$ cat config.mk
export PLATFORM = sky130hd
export DESIGN_NAME = shared_memory_arbiter
export DESIGN_NICKNAME = d
export VERILOG_FILES = /design/src/rtl/shared_memory_pkg.sv /design/src/rtl/rr_arbiter.sv /design/src/rtl/shared_memory_arbiter.sv
export SDC_FILE = /design/constraint.sdc
export NUM_CORES = 1
export LEC_CHECK = 0
export CAP_MARGIN = 20
export CORE_ASPECT_RATIO = 0.6
export CORE_MARGIN = 1
export CORE_UTILIZATION = 35
export CTS_BUF_LIST = sky130_fd_sc_hd__clkbuf_8 sky130_fd_sc_hd__clkbuf_16
export DETAILED_ROUTE_END_ITERATION = 6
export GPL_TIMING_DRIVEN = 0
export PLACE_DENSITY = 0.86
export SYNTH_ARGS = -nofsm -noshare
export SYNTH_HDL_FRONTEND = slang
export SYNTH_SLANG_ARGS = --single-unit
export TNS_END_PERCENT = 1
$ cat constraint.sdc
create_clock -name i_clk -period 4.7 [get_ports i_clk]
set_clock_uncertainty 0.2 [all_clocks]
set_input_delay 0.705 -clock i_clk [delete_from_list [all_inputs] [get_ports i_clk]]
set_output_delay 0.705 -clock i_clk [all_outputs]
set_load 0.03 [all_outputs]
$ cat src/rtl/shared_memory_pkg.sv
// Shared definitions for the shared-memory arbiter: FSM state encoding and
// default address/data widths for the 256-word shared memory.
package shared_memory_pkg;

  localparam int DEFAULT_AW = 8;
  localparam int DEFAULT_DW = 32;

  typedef enum logic [1:0] {
    IDLE = 2'd0,
    MEM  = 2'd1,
    RSP  = 2'd2
  } state_t;

endpackage

$ cat src/rtl/rr_arbiter.sv
// Round-robin grant: the first set request searched upward from (i_last+1)
// with wrap modulo N, returned both one-hot and as an index.
module rr_arbiter #(
  parameter int N  = 4,
  parameter int IW = 2
) (
  input  logic [N-1:0]  i_req,
  input  logic [IW-1:0] i_last,
  output logic [N-1:0]  o_grant,
  output logic [IW-1:0] o_idx
);

  // Walk offsets from farthest to nearest so the nearest requester wins.
  always_comb begin
    int w_cand;
    o_grant = '0;
    o_idx   = '0;
    w_cand  = 0;
    for (int i = N; i >= 1; i--) begin
      w_cand = int'(i_last) + i;
      if (w_cand >= N) w_cand = w_cand - N;
      if (i_req[w_cand]) begin
        o_grant = N'(1) << w_cand;
        o_idx   = IW'(w_cand);
      end
    end
  end

endmodule

$ cat src/rtl/shared_memory_arbiter.sv
// Round-robin arbiter giving NUM_REQ cores access to one single-port
// synchronous memory; each access is IDLE -> MEM -> RSP (3 cycles).
module shared_memory_arbiter
  import shared_memory_pkg::*;
#(
  parameter int NUM_REQ = 4,
  parameter int AW      = DEFAULT_AW,
  parameter int DW      = DEFAULT_DW
) (
  input  logic                  i_clk,
  input  logic                  i_reset_n,
  input  logic [NUM_REQ-1:0]    i_req_valid,
  input  logic [NUM_REQ-1:0]    i_req_we,
  input  logic [NUM_REQ*AW-1:0] i_req_addr,
  input  logic [NUM_REQ*DW-1:0] i_req_wdata,
  output logic [NUM_REQ-1:0]    o_req_ready,
  output logic [NUM_REQ-1:0]    o_rsp_valid,
  output logic [DW-1:0]         o_rsp_rdata,
  output logic                  o_mem_en,
  output logic                  o_mem_we,
  output logic [AW-1:0]         o_mem_addr,
  output logic [DW-1:0]         o_mem_wdata,
  input  logic [DW-1:0]         i_mem_rdata,
  output logic                  o_busy
);

  localparam int IW = $clog2(NUM_REQ);

  state_t               r_state;
  logic [IW-1:0]        r_last;
  logic [IW-1:0]        r_idx;
  logic [AW-1:0]        r_addr;
  logic [DW-1:0]        r_wdata;
  logic                 r_mem_en;
  logic                 r_mem_we;
  logic [NUM_REQ-1:0]   r_rsp_valid;

  logic [NUM_REQ-1:0]   w_grant;
  logic [IW-1:0]        w_grant_idx;
  logic                 w_accept;

  rr_arbiter #(
    .N  (NUM_REQ),
    .IW (IW)
  ) u_rr_arbiter (
    .i_req   (i_req_valid),
    .i_last  (r_last),
    .o_grant (w_grant),
    .o_idx   (w_grant_idx)
  );

  assign w_accept    = (r_state == IDLE) && (w_grant != '0);
  // Gated by reset so nothing is offered while the block is held in reset.
  assign o_req_ready = (w_accept && i_reset_n) ? w_grant : '0;

  always_ff @(posedge i_clk or negedge i_reset_n) begin
    if (!i_reset_n) begin
      r_state     <= IDLE;
      r_last      <= IW'(NUM_REQ - 1);
      r_idx       <= '0;
      r_addr      <= '0;
      r_wdata     <= '0;
      r_mem_en    <= 1'b0;
      r_mem_we    <= 1'b0;
      r_rsp_valid <= '0;
    end else begin
      case (r_state)
        IDLE: begin
          if (w_accept) begin
            r_idx    <= w_grant_idx;
            r_last   <= w_grant_idx;
            r_addr   <= i_req_addr[w_grant_idx*AW +: AW];
            r_wdata  <= i_req_wdata[w_grant_idx*DW +: DW];
            r_mem_en <= 1'b1;
            r_mem_we <= i_req_we[w_grant_idx];
            r_state  <= MEM;
          end
        end
        MEM: begin
          r_mem_en    <= 1'b0;
          r_mem_we    <= 1'b0;
          r_rsp_valid <= NUM_REQ'(1) << r_idx;
          r_state     <= RSP;
        end
        RSP: begin
          r_rsp_valid <= '0;
          r_state     <= IDLE;
        end
        default: begin
          r_mem_en    <= 1'b0;
          r_mem_we    <= 1'b0;
          r_rsp_valid <= '0;
          r_state     <= IDLE;
        end
      endcase
    end
  end

  assign o_mem_en    = r_mem_en;
  assign o_mem_we    = r_mem_we;
  assign o_mem_addr  = r_addr;
  assign o_mem_wdata = r_wdata;
  assign o_rsp_valid = r_rsp_valid;
  // Memory read data arrives one cycle after MEM, i.e. exactly in RSP.
  assign o_rsp_rdata = (r_rsp_valid != '0) ? i_mem_rdata : '0;
  assign o_busy      = (r_state != IDLE);

endmodule

==> results of run 1 <==
==> path summary, 6_finish.rpt <==
| check | to | slack [ps] |
|---|---|---|
| max in group asynchronous | o_mem_addr[0]$_DFFE_PN0P_ | 3550 |
| min | o_mem_wdata[20]$_DFFE_PN0P_ | 180 |
| min in group i_clk | o_mem_addr[7]$_DFFE_PN0P_ | 290 |
| max | o_req_ready[3] | 190 |
| min reg2reg | o_mem_addr[7]$_DFFE_PN0P_ | 290 |
| max reg2reg | o_mem_wdata[0]$_DFFE_PN0P_ | 700 |
==> metal layers <==
| metal | GRT usage | vias up | wire length, um |
|---|---|---|---|
| li1 | - | 1890 | - |
| met2 | 0.418 | 163 | 7050 |
| met3 | 0.0586 | 25 | 1080 |
| met4 | 0.0655 | 0 | 267 |
| met5 | 0 | - | 0 |
| met1 | 0.261 | 1920 | 5730 |
==> state kept, by name, summed over array words and instances (netlist names) <==
name and flops:
o_mem_wdata 32, o_mem_addr 8, o_rsp_valid 4, r_idx 2
r_last 2, r_state 2, o_mem_en 1, o_mem_we 1
==> through the flow <==
stage,hold slack [ps],cell area [um2],utilization
6_report,180,7350,0.645
5_1_grt,207,7350,0.645
4_1_cts,186,7350,0.645
3_5_place_dp,281,7200,0.631
3_3_place_gp,278,7180,0.630
2_1_floorplan,209,4140,-
==> cells by family after synthesis <==
logic type / after synthesis
AO/OA/AOI/OAI: 28
adder cells (fa/ha/maj): 8
buffers and inverters: 30
flip-flops: 52
multiplexers: 176
AND/OR/NAND/NOR: 67
==> layout make-up <==
type	instances	area, um2	area share
Sequential cell	52	1300	0.177
Clock buffer	5	125	0.0170
Buffer	23	138	0.0187
Clock inverter	2	12.5	0.00170
Inverter	7	26.3	0.00357
Timing Repair Buffer	285	2850	0.388
Tap cell	160	200	0.0272
Multi-Input combinational cell	279	2700	0.367
==> report_power, final <==
| part | switching (uW) | internal [uW] | total (uW) |
|---|---|---|---|
| registers | 159 | 709 | 868 |
| clock network | 164 | 194 | 357 |
| logic | 2360 | 2200 | 4560 |
| total | 2690 | 3100 | 5790 |
==> placed cells by master (no fill, tap or decap), types with 2 or more instances in the layout <==
cell and instances:
buf_1 5, clkdlybuf4s50_1 279, a41oi_2 4, nor2b_1 35, and3_1 5, inv_1 7
and2_1 3, ha_1 8, dfrtp_1 50, buf_6 6, nand3b_1 2, o21ai_0 6
dlygate4sd2_1 4, o21ai_1 2, buf_2 6, mux2i_1 125, nand2_1 4, mux2_2 18
o211ai_1 4, clkbuf_16 5, mux2_4 22, dfstp_2 2, nor3b_1 2, nor2_1 8
a21oi_1 4, clkbuf_1 7, mux2_1 7, mux4_2 3, nand2b_1 5
==> key figures, run 1 <==
Status
  – Outcome: finished, final reports clean

STA
  – Final Worst Setup Slack: 195 ps
  – Final Hold Fails: 0
  – Max transition margin: 0.375
  – Final Max Slew Viols: 0
  – RSZ-0062 raised after global routing: false
  – Max Freq: 0.222 GHz
  – Post-layout min period: 4510 ps
  – Final period util: 0.959
  – Final setup violation count: 0
  – Total negative slack: 0 ps
  – Worst Tran Pin Value: 934 ps

Clock network
  – Post-CTS resize count: 7
  – Num CTS Buffers: 5
  – Clock Sinks: 52
  – Clock buffer depth: 2
  – Root Buffer: clkbuf_16
  – Clk_lat worst skew: 290 ps
  – Setup bufs post-CTS: 0
  – Clock transition at path regs: 60 ps
  – H-tree depth: 2
  – Post-CTS Hold Fix Bufs: 0
  – TritonCTS clock tree: done

Global routing
  – Vias in the first global route: 4179
  – Grt ovf: 0
  – All-Layer GR Usage: 0.227
  – Largest net degree at the start of global routing: 36
  – First-pass GRT wire length: 21.6 mm
  – Antenna violations before repair: 0

Die
  – Die Wd: 142 um
  – Ports: 285
  – Die Y: 86.3 um
  – FP Rows: 30
  – Initial Util: 0.363
  – Core box area: 0.0114 mm2
  – Die area: 0.0123 mm2

Synth
  – EDFF count, synth: 0
  – Area contributors post-synth: dfrtp_1, mux2i_1, mux2_4
  – Seq/Total Area, Yosys: 0.315
  – Post-synth cell types: 39
  – Post-synthesis compound-gate area fraction: 0.0520
  – Dominant cell type by area after synthesis: dfrtp_1
  – Most common cell in the netlist: mux2i_1
  – Top_reg_cell synth: dfrtp_1
  – Mux cell area share after synthesis: 0.472
  – Xor/xnor share of the synthesized area: 0
  – Syn avg cell area: 11.5 um2
  – Cells after Synth: 361
  – Synth Area in Adders: 0.0242
  – Synthesized area: 0.00414 mm2
  – Synth Area in Simple Gates: 0.0979
  – Top-area cell type share of the netlist area: 0.302
  – Net Count, Synth: 571
  – Top cells by count, synth: mux2i_1, dfrtp_1, nor2b_1, mux2_4, mux2_2
  – Ys async rst share: 1.00
  – Main combinational cell family by area after synthesis: multiplexers
  – YS warnings: 0
  – Register bit total from synthesis: 52

Detailed routing
  – Detailed Route WL: 14.1 mm
  – Via count: 3998
  – ANT nets after route: 0
  – Routed len/inst: 17.4 um
  – Starting DRT DRC Count: 99
  – Drc violations: 0
  – Drt first pass iters: 4
  – Routed vias/inst: 4.92

Placed design
  – GP Congestion: 0.881
  – Dpl ws: 143 ps
  – Port Buffers: 284
  – Post-DP HPWL: 11.5 mm
  – Placed Cells: 806

Power and ir drop
  – Total Power: 5790 uW
  – P_leak: 0.00319 uW
  – VDD IR-drop max: 0.289 mV
  – Power Density: 787 mW/mm2

Critical path
  – Worst path bufs/invs: 3
  – Crit path depth: 9
  – Crit path max-delay cell type: dfstp_2
  – Cell Chain, Critical Path: buf_6 > inv_1 > ha_1 > mux4_2 > nor3b_4 > nand2_1 > a41oi_2 > and3_1 > dlygate4sd2_1
  – Worst r2r src: r_last[0]$_DFFE_PN1P_
  – CP Launch Point: r_last[0]$_DFFE_PN1P_
  – Critical Path AT: 3600 ps
  – Largest delay share family, worst path: buffers and inverters
  – Startpoint Class: flip-flop
  – Critical path endpoint category: output port
  – Slowest Stage Delay on Critical Path: 650 ps
  – R2R cell count: 10
  – WS Path Type: reg2out
  – Worst Path Max Fanout: 10
  – WP data required: 3800 ps

Finish
  – # diodes: 0
  – Layout cells sized above 1: 0.110
  – Final cell count without fillers: 813
  – Layout filler cell count: 917
  – # nets final: 863
  – Area grow syn2layout: 77.6%

Flow run
  – Max_cap viols: 0

Min path
  – Hold WC Path Type: in2async
Note: power is estimated with default switching activity, not from simulation.
==> inputs of run 2 (changes only) <==
--- a/config.mk
+++ b/config.mk
@@ -11,7 +11,7 @@
 export CORE_UTILIZATION = 35
 export CTS_BUF_LIST = sky130_fd_sc_hd__clkbuf_8 sky130_fd_sc_hd__clkbuf_16
 export DETAILED_ROUTE_END_ITERATION = 6
-export GPL_TIMING_DRIVEN = 0
+export GPL_TIMING_DRIVEN = 1
 export PLACE_DENSITY = 0.86
 export SYNTH_ARGS = -nofsm -noshare
 export SYNTH_HDL_FRONTEND = slang
==> constraint.sdc (replaced) <==
create_clock -name i_clk -period 4.72 [get_ports i_clk]
set_clock_uncertainty 0.2 [all_clocks]
set_input_delay 0.708 -clock i_clk [delete_from_list [all_inputs] [get_ports i_clk]]
set_output_delay 0.708 -clock i_clk [all_outputs]
set_load 0.03 [all_outputs]
==> run 2 against run 1 <==
Compared with the run above:
- first-iteration DRC count fell by 1.0%
- final area decreased by 0.36%
- sequential share of layout area up 0.064 points
- hold slack improved by 120 ps
- sequential power hardly changed
- non-clock buffer count shrank 16
- critical path type unchanged
- critical endpoint unchanged
==> key figures, run 2 (synthesis gave the netlist of run 1 again) <==
Global routing
  – Grt ovf: 0 (unchanged)
  – First-pass GRT wire length: 20.1 mm (was 21.6 mm)
  – Largest net degree at the start of global routing: 53 (was 36)
  – Vias in the first global route: 3945 (was 4179)
  – Antenna violations before repair: 0 (unchanged)
  – All-Layer GR Usage: 0.210 (was 0.227)

Placed design
  – Dpl ws: 286 ps (was 143 ps)
  – GP Congestion: 0.853 (was 0.881)
  – Placed inst area: 0.00714 mm2 (was 0.00720 mm2)
  – Port Buffers: 284 (unchanged)
  – Post-DP HPWL: 10.6 mm (was 11.5 mm)
  – Placed Cells: 790 (was 806)

Clock network
  – Clk_lat worst skew: 280 ps (was 290 ps)
  – H-tree depth: 2 (unchanged)
  – Post-CTS Hold Fix Bufs: 0 (unchanged)
  – TritonCTS clock tree: done (unchanged)
  – Clock Sinks: 52 (unchanged)
  – Root Buffer: clkbuf_16 (unchanged)
  – Clock buffer depth: 2 (unchanged)
  – Clock transition at path regs: 70 ps (was 60 ps)
  – Num CTS Buffers: 5 (unchanged)

Flow run
  – Max_cap viols: 0 (unchanged)

Critical path
  – Startpoint Class: flip-flop (unchanged)
  – Worst path bufs/invs: 2 (was 3)
  – Largest delay share family, worst path: flip-flops (was buffers and inverters)
  – Crit path max-delay cell type: dfstp_2 (unchanged)
  – Slowest Stage Delay on Critical Path: 670 ps (was 650 ps)
  – Crit path depth: 8 (was 9)
  – Worst r2r src: r_last[1]$_DFFE_PN1P_ (was r_last[0]$_DFFE_PN1P_)
  – CP Launch Point: r_last[1]$_DFFE_PN1P_ (was r_last[0]$_DFFE_PN1P_)
  – WS Path Type: reg2out (unchanged)
  – Critical path endpoint category: output port (unchanged)
  – WP data required: 3810 ps (was 3800 ps)
  – Worst Path Max Fanout: 12 (was 10)
  – R2R cell count: 9 (was 10)
  – Cell Chain, Critical Path: inv_1 > ha_2 > mux4_2 > nor3b_4 > nand2_1 > a41oi_2 > and3_1 > dlymetal6s2s_1 (was buf_6 > inv_1 > ha_1 > mux4_2 > nor3b_4 > nand2_1 > a41oi_2 > and3_1 > dlygate4sd2_1)
  – Critical Path AT: 3360 ps (was 3600 ps)

Die
  – Core box area: 0.0114 mm2 (unchanged)
  – Initial Util: 0.363 (unchanged)
  – Ports: 285 (unchanged)
  – FP Rows: 30 (unchanged)
  – Die Y: 86.3 um (unchanged)
  – Die Wd: 142 um (unchanged)
  – Die area: 0.0123 mm2 (unchanged)

STA
  – Max Freq: 0.234 GHz
  – Final period util: 0.904
  – RSZ-0062 raised after global routing: false (unchanged)
  – Final Hold Fails: 0 (unchanged)
  – Worst Tran Pin Value: 786 ps (was 934 ps)
  – Total negative slack: 0 ps (unchanged)
  – Final setup violation count: 0 (unchanged)
  – Max transition margin: 0.476 (was 0.375)
  – Final Max Slew Viols: 0 (unchanged)
  – Final Worst Setup Slack: 454 ps (was 195 ps)
  – Post-layout min period: 4270 ps

Finish
  – Area of the multi-input gates: 0.00272 mm2 (was 0.00270 mm2)
  – Most frequent cells in the layout: clkdlybuf4s50_1, mux2i_1, dfrtp_1 (unchanged)
  – Final instance area: 0.00733 mm2 (was 0.00735 mm2)
  – Area grow syn2layout: 76.9% (was 77.6%)
  – # nets final: 847 (was 863)
  – Final cell count without fillers: 798 (was 813)
  – Register area: 0.00130 mm2 (unchanged)
  – Max reg flops: 32 (unchanged)
  – Layout filler cell count: 918 (was 917)
  – Layout cells sized above 1: 0.114 (was 0.110)
  – Most common cell after layout, fill and taps aside: clkdlybuf4s50_1 (unchanged)
  – # diodes: 0 (unchanged)

Min path
  – HP Start: o_mem_wdata[18]$_DFFE_PN0P_
  – Hold WC Path Type: reg2reg (was in2async)
  – Hold path depth: 1

Power and ir drop
  – Cell Int Power: 3070 uW (was 3100 uW)
  – Clock Power Share: 0.066 (was 0.062)
  – Sw Ratio: 0.459 (was 0.464)
  – P_leak: 0.00321 uW (was 0.00319 uW)
  – Psw: 2610 uW (was 2690 uW)
  – Seq pwr share: 0.153 (was 0.150)
  – Total Power: 5680 uW (was 5790 uW)
  – Power Density: 775 mW/mm2 (was 787 mW/mm2)
  – VDD IR-drop max: 0.472 mV (was 0.289 mV)
  – Logic pwr share: 0.782 (was 0.788)

Detailed routing
  – Routed len/inst: 16.7 um (was 17.4 um)
  – Via count: 3896 (was 3998)
  – Detailed Route WL: 13.4 mm (was 14.1 mm)
  – Drt first pass iters: 5 (was 4)
  – ANT nets after route: 0 (unchanged)
  – Starting DRT DRC Count: 98 (was 99)
  – Routed vias/inst: 4.88 (was 4.92)
  – Drc violations: 0 (unchanged)

Status
  – Outcome: finished, final reports clean (unchanged)
==> run 2: layer usage <==
metal  wire (um)  part of all wire  track usage  vias up
met5           0                 0            0        -
met4         135             0.010       0.0381        0
met3        1180             0.089       0.0630       12
met2        6980              0.52        0.402      173
met1        5050              0.38        0.233     1844
li1            -                 -            -     1867
==> run 2: timing repair <==
item | 4_1_cts | 5_1_grt
hold endpoints to repair | 0 | 0
gates resized for setup | 3 | 5
setup endpoints to repair | 3 | 4
setup buffers | 0 | 0
==> run 2: final timing paths <==
| kind | endpoint | slack [ps] |
|---|---|---|
| worst max-delay path | o_req_ready[3] | 450 |
| worst min register to register | o_mem_wdata[18]$_DFFE_PN0P_ | 300 |
| worst max register to register | o_mem_wdata[2]$_DFFE_PN0P_ | 1080 |
| max in group asynchronous | o_mem_addr[3]$_DFFE_PN0P_ | 3430 |
| worst min-delay path | o_mem_wdata[18]$_DFFE_PN0P_ | 300 |
| min in group asynchronous | o_mem_addr[7]$_DFFE_PN0P_ | 440 |
==> run 2: per-stage QoR <==
step | util | hold slack [ps]
final | 0.642 | 301
after global routing | 0.642 | 320
after CTS | 0.641 | 305
after detailed placement | 0.626 | 289
after global placement | 0.626 | 284
after floorplan | - | 212
==> run 2: layout make-up <==
cell class | count | share of cell area
Inverter | 7 | 0.00359
Timing Repair Buffer | 292 | 0.398
Sequential cell | 52 | 0.178
Multi-Input combinational cell | 279 | 0.372
Clock inverter | 2 | 0.00205
Clock buffer | 6 | 0.0190
Tap cell | 160 | 0.0273
==> run 2: power groups by stage <==
stage | combinational [uW] | clock [uW] | sequential, uW
3_3_place_gp | 4350 | 0 | 858
6_report | 4440 | 372 | 867
2_1_floorplan | 2750 | 0 | 1230
5_1_grt | 4710 | 408 | 901
4_1_cts | 4490 | 387 | 868
3_5_place_dp | 4450 | 0 | 875
==> inputs of run 3 (changes only) <==
--- a/config.mk
+++ b/config.mk
@@ -9,7 +9,7 @@
 export CORE_ASPECT_RATIO = 0.6
 export CORE_MARGIN = 1
 export CORE_UTILIZATION = 35
-export CTS_BUF_LIST = sky130_fd_sc_hd__clkbuf_8 sky130_fd_sc_hd__clkbuf_16
+export CTS_BUF_LIST = sky130_fd_sc_hd__clkbuf_16
 export DETAILED_ROUTE_END_ITERATION = 6
 export GPL_TIMING_DRIVEN = 1
 export PLACE_DENSITY = 0.86
==> run 3 against run 2 <==
Compared with the run above:
- sequential power about the same
- register-to-register slack about the same
- combinational power about the same
- first-iteration DRC count is 1.0% higher
- sequential cell count is the same
- count of clock-buffer cells in the layout fell by 1
- final cell count did not move
==> key figures, run 3 (synthesis gave the netlist of run 1 again) <==
Global routing
  – Largest net degree at the start of global routing: 53 (unchanged)
  – Antenna violations before repair: 0 (unchanged)
  – Vias in the first global route: 3948 (was 3945)
  – First-pass GRT wire length: 20.2 mm (was 20.1 mm)
  – All-Layer GR Usage: 0.210 (about the same)
  – Grt ovf: 0 (unchanged)

STA
  – Final Max Slew Viols: 0 (unchanged)
  – Post-layout min period: 4270 ps (about the same)
  – Fin Hold WS: 301 ps (about the same)
  – Worst Tran Pin Value: 786 ps (about the same)
  – RSZ-0062 raised after global routing: false (unchanged)
  – Max transition margin: 0.476 (about the same)
  – Final setup violation count: 0 (unchanged)
  – Final Hold Fails: 0 (unchanged)
  – Final period util: 0.906 (was 0.904)
  – Max Freq: 0.234 GHz (about the same)
  – Total negative slack: 0 ps (unchanged)

Power and ir drop
  – Sw Ratio: 0.461 (was 0.459)
  – P_leak: 0.00320 uW (was 0.00321 uW)
  – Power Density: 774 mW/mm2 (was 775 mW/mm2)
  – VDD IR-drop max: 0.473 mV (was 0.472 mV)
  – Clock Power Share: 0.063 (was 0.066)
  – Cell Int Power: 3050 uW (was 3070 uW)
  – Logic pwr share: 0.784 (was 0.782)
  – Psw: 2610 uW (about the same)
  – Seq pwr share: 0.153 (about the same)

Critical path
  – R2R cell count: 9 (unchanged)
  – Critical path endpoint category: output port (unchanged)
  – WP data required: 3810 ps (about the same)
  – Critical R2R Capture: o_mem_wdata[31]$_DFFE_PN0P_ (was o_mem_wdata[2]$_DFFE_PN0P_)
  – Startpoint Class: flip-flop (unchanged)
  – Largest delay share family, worst path: flip-flops (unchanged)
  – Worst path bufs/invs: 2 (unchanged)
  – Crit path max-delay cell type: dfstp_2 (unchanged)
  – Critical Path AT: 3370 ps (was 3360 ps)
  – Cell Chain, Critical Path: inv_1 > ha_2 > mux4_2 > nor3b_4 > nand2_1 > a41oi_2 > and3_1 > dlymetal6s2s_1 (unchanged)
  – Slowest Stage Delay on Critical Path: 670 ps (about the same)
  – Reg-to-reg slack, setup: 1080 ps (about the same)
  – Worst r2r src: r_last[1]$_DFFE_PN1P_ (unchanged)
  – WS Path Type: reg2out (unchanged)
  – Worst Path Max Fanout: 12 (unchanged)

Clock network
  – H-tree depth: 2 (unchanged)
  – Clk_lat worst skew: 280 ps (about the same)
  – Root Buffer: clkbuf_16 (unchanged)
  – Clock Sinks: 52 (unchanged)
  – Clock buffer depth: 2 (unchanged)
  – Num CTS Buffers: 5 (unchanged)
  – TritonCTS clock tree: done (unchanged)
  – Clock transition at path regs: 70 ps (about the same)

Detailed routing
  – Starting DRT DRC Count: 99 (was 98)
  – Drt first pass iters: 5 (unchanged)
  – Via count: 3900 (was 3896)
  – Detailed Route WL: 13.4 mm (about the same)
  – Routed vias/inst: 4.89 (was 4.88)
  – Drc violations: 0 (unchanged)
  – Routed len/inst: 16.8 um (was 16.7 um)
  – ANT nets after route: 0 (unchanged)

Placed design
  – Post-DP HPWL: 10.6 mm (unchanged)
  – GP Congestion: 0.853 (unchanged)
  – Placed inst area: 0.00714 mm2 (unchanged)
  – Port Buffers: 284 (unchanged)

Finish
  – Most frequent cells in the layout: clkdlybuf4s50_1, mux2i_1, dfrtp_1 (unchanged)
  – # nets final: 847 (unchanged)
  – Max reg flops: 32 (unchanged)
  – Most common cell after layout, fill and taps aside: clkdlybuf4s50_1 (unchanged)
  – Final instance area: 0.00732 mm2 (was 0.00733 mm2)
  – Layout cells sized above 1: 0.113 (was 0.114)
  – # diodes: 0 (unchanged)
  – Area of the multi-input gates: 0.00272 mm2 (unchanged)
  – Area grow syn2layout: 76.7% (was 76.9%)
  – Layout filler cell count: 917 (was 918)
  – Register area: 0.00130 mm2 (unchanged)

Status
  – Outcome: finished, final reports clean (unchanged)

Min path
  – Hold WC Path Type: reg2reg (unchanged)
  – HP Start: o_mem_wdata[18]$_DFFE_PN0P_ (unchanged)
  – Hold path depth: 1 (unchanged)
  – Hold Path End: o_mem_wdata[18]$_DFFE_PN0P_ (unchanged)

Flow run
  – Max_cap viols: 0 (unchanged)

Die
  – Die Wd: 142 um (unchanged)
  – FP Rows: 30 (unchanged)
  – Initial Util: 0.363 (unchanged)
  – Core box area: 0.0114 mm2 (unchanged)
  – Die area: 0.0123 mm2 (unchanged)
  – Die Y: 86.3 um (unchanged)
  – Ports: 285 (unchanged)
[run 3: cell count changes in the layout (fill, tap and decap cells not counted)]
cell and delta:
clkbuf_8 -1, clkinv_1 +1
[run 3: how the worst max path moves through the flow]
| stage | start | end | slack, ps | cells past startpoint |
|---|---|---|---|---|
| 2_1_floorplan | r_last[0]$_DFFE_PN1P_ | o_req_ready[3] | 950 | 8 |
| 3_3_place_gp | r_last[1]$_DFFE_PN1P_ | o_req_ready[3] | 450 | 8 |
| 3_5_place_dp | r_last[1]$_DFFE_PN1P_ | o_req_ready[3] | 290 | 8 |
| 4_1_cts | r_last[1]$_DFFE_PN1P_ | o_req_ready[2] | 50 | 8 |
| 5_1_grt | r_last[1]$_DFFE_PN1P_ | o_req_ready[2] | 310 | 8 |
| 6_report | r_last[1]$_DFFE_PN1P_ | o_req_ready[3] | 450 | 8 |
[run 3: layout make-up]
cell class,count,share of cell area
sequential,52,0.178
inverter,7,0.00359
multi-input combinational,279,0.372
clock inverter,3,0.00256
tap,160,0.0274
timing repair buffer,292,0.399
clock buffer,5,0.0171
[run 3: routing by layer]
metal  share of wire  up-vias  wire (um)  global-route usage
li1                -     1868          -                   -
met1            0.38     1851       5120               0.233
met2            0.52      169       6960               0.402
met3           0.088       12       1180              0.0630
met4           0.010        0        135              0.0381
met5               0        -          0                   0
[run 3: what timing repair did]
item | 4_1_cts | 5_1_grt
hold buffers | 0 | 0
setup endpoints to repair | 3 | 4
endpoints found under the hold margin | 0 | 0
gates resized for setup | 3 | 5
setup buffers | 0 | 0
[run 3: power by group through the flow]
stage	Sequential, uW	Combinational (uW)	Clock (uW)
6_report	867	4440	356
5_1_grt	902	4710	392
4_1_cts	869	4490	369
3_5_place_dp	875	4450	0
3_3_place_gp	858	4350	0
2_1_floorplan	1230	2750	0
[run 3: stage by stage]
stage | utilization | worst slack [ps] | instances | power (uW)
final | 0.641 | 446 | 798 | 5670
after global routing | 0.641 | 305 | 798 | 6010
after CTS | 0.640 | 49.3 | 798 | 5730
after detailed placement | 0.626 | 286 | 790 | 5330
after global placement | 0.626 | 446 | 790 | 5210
after floorplan | - | 948 | 361 | 3980
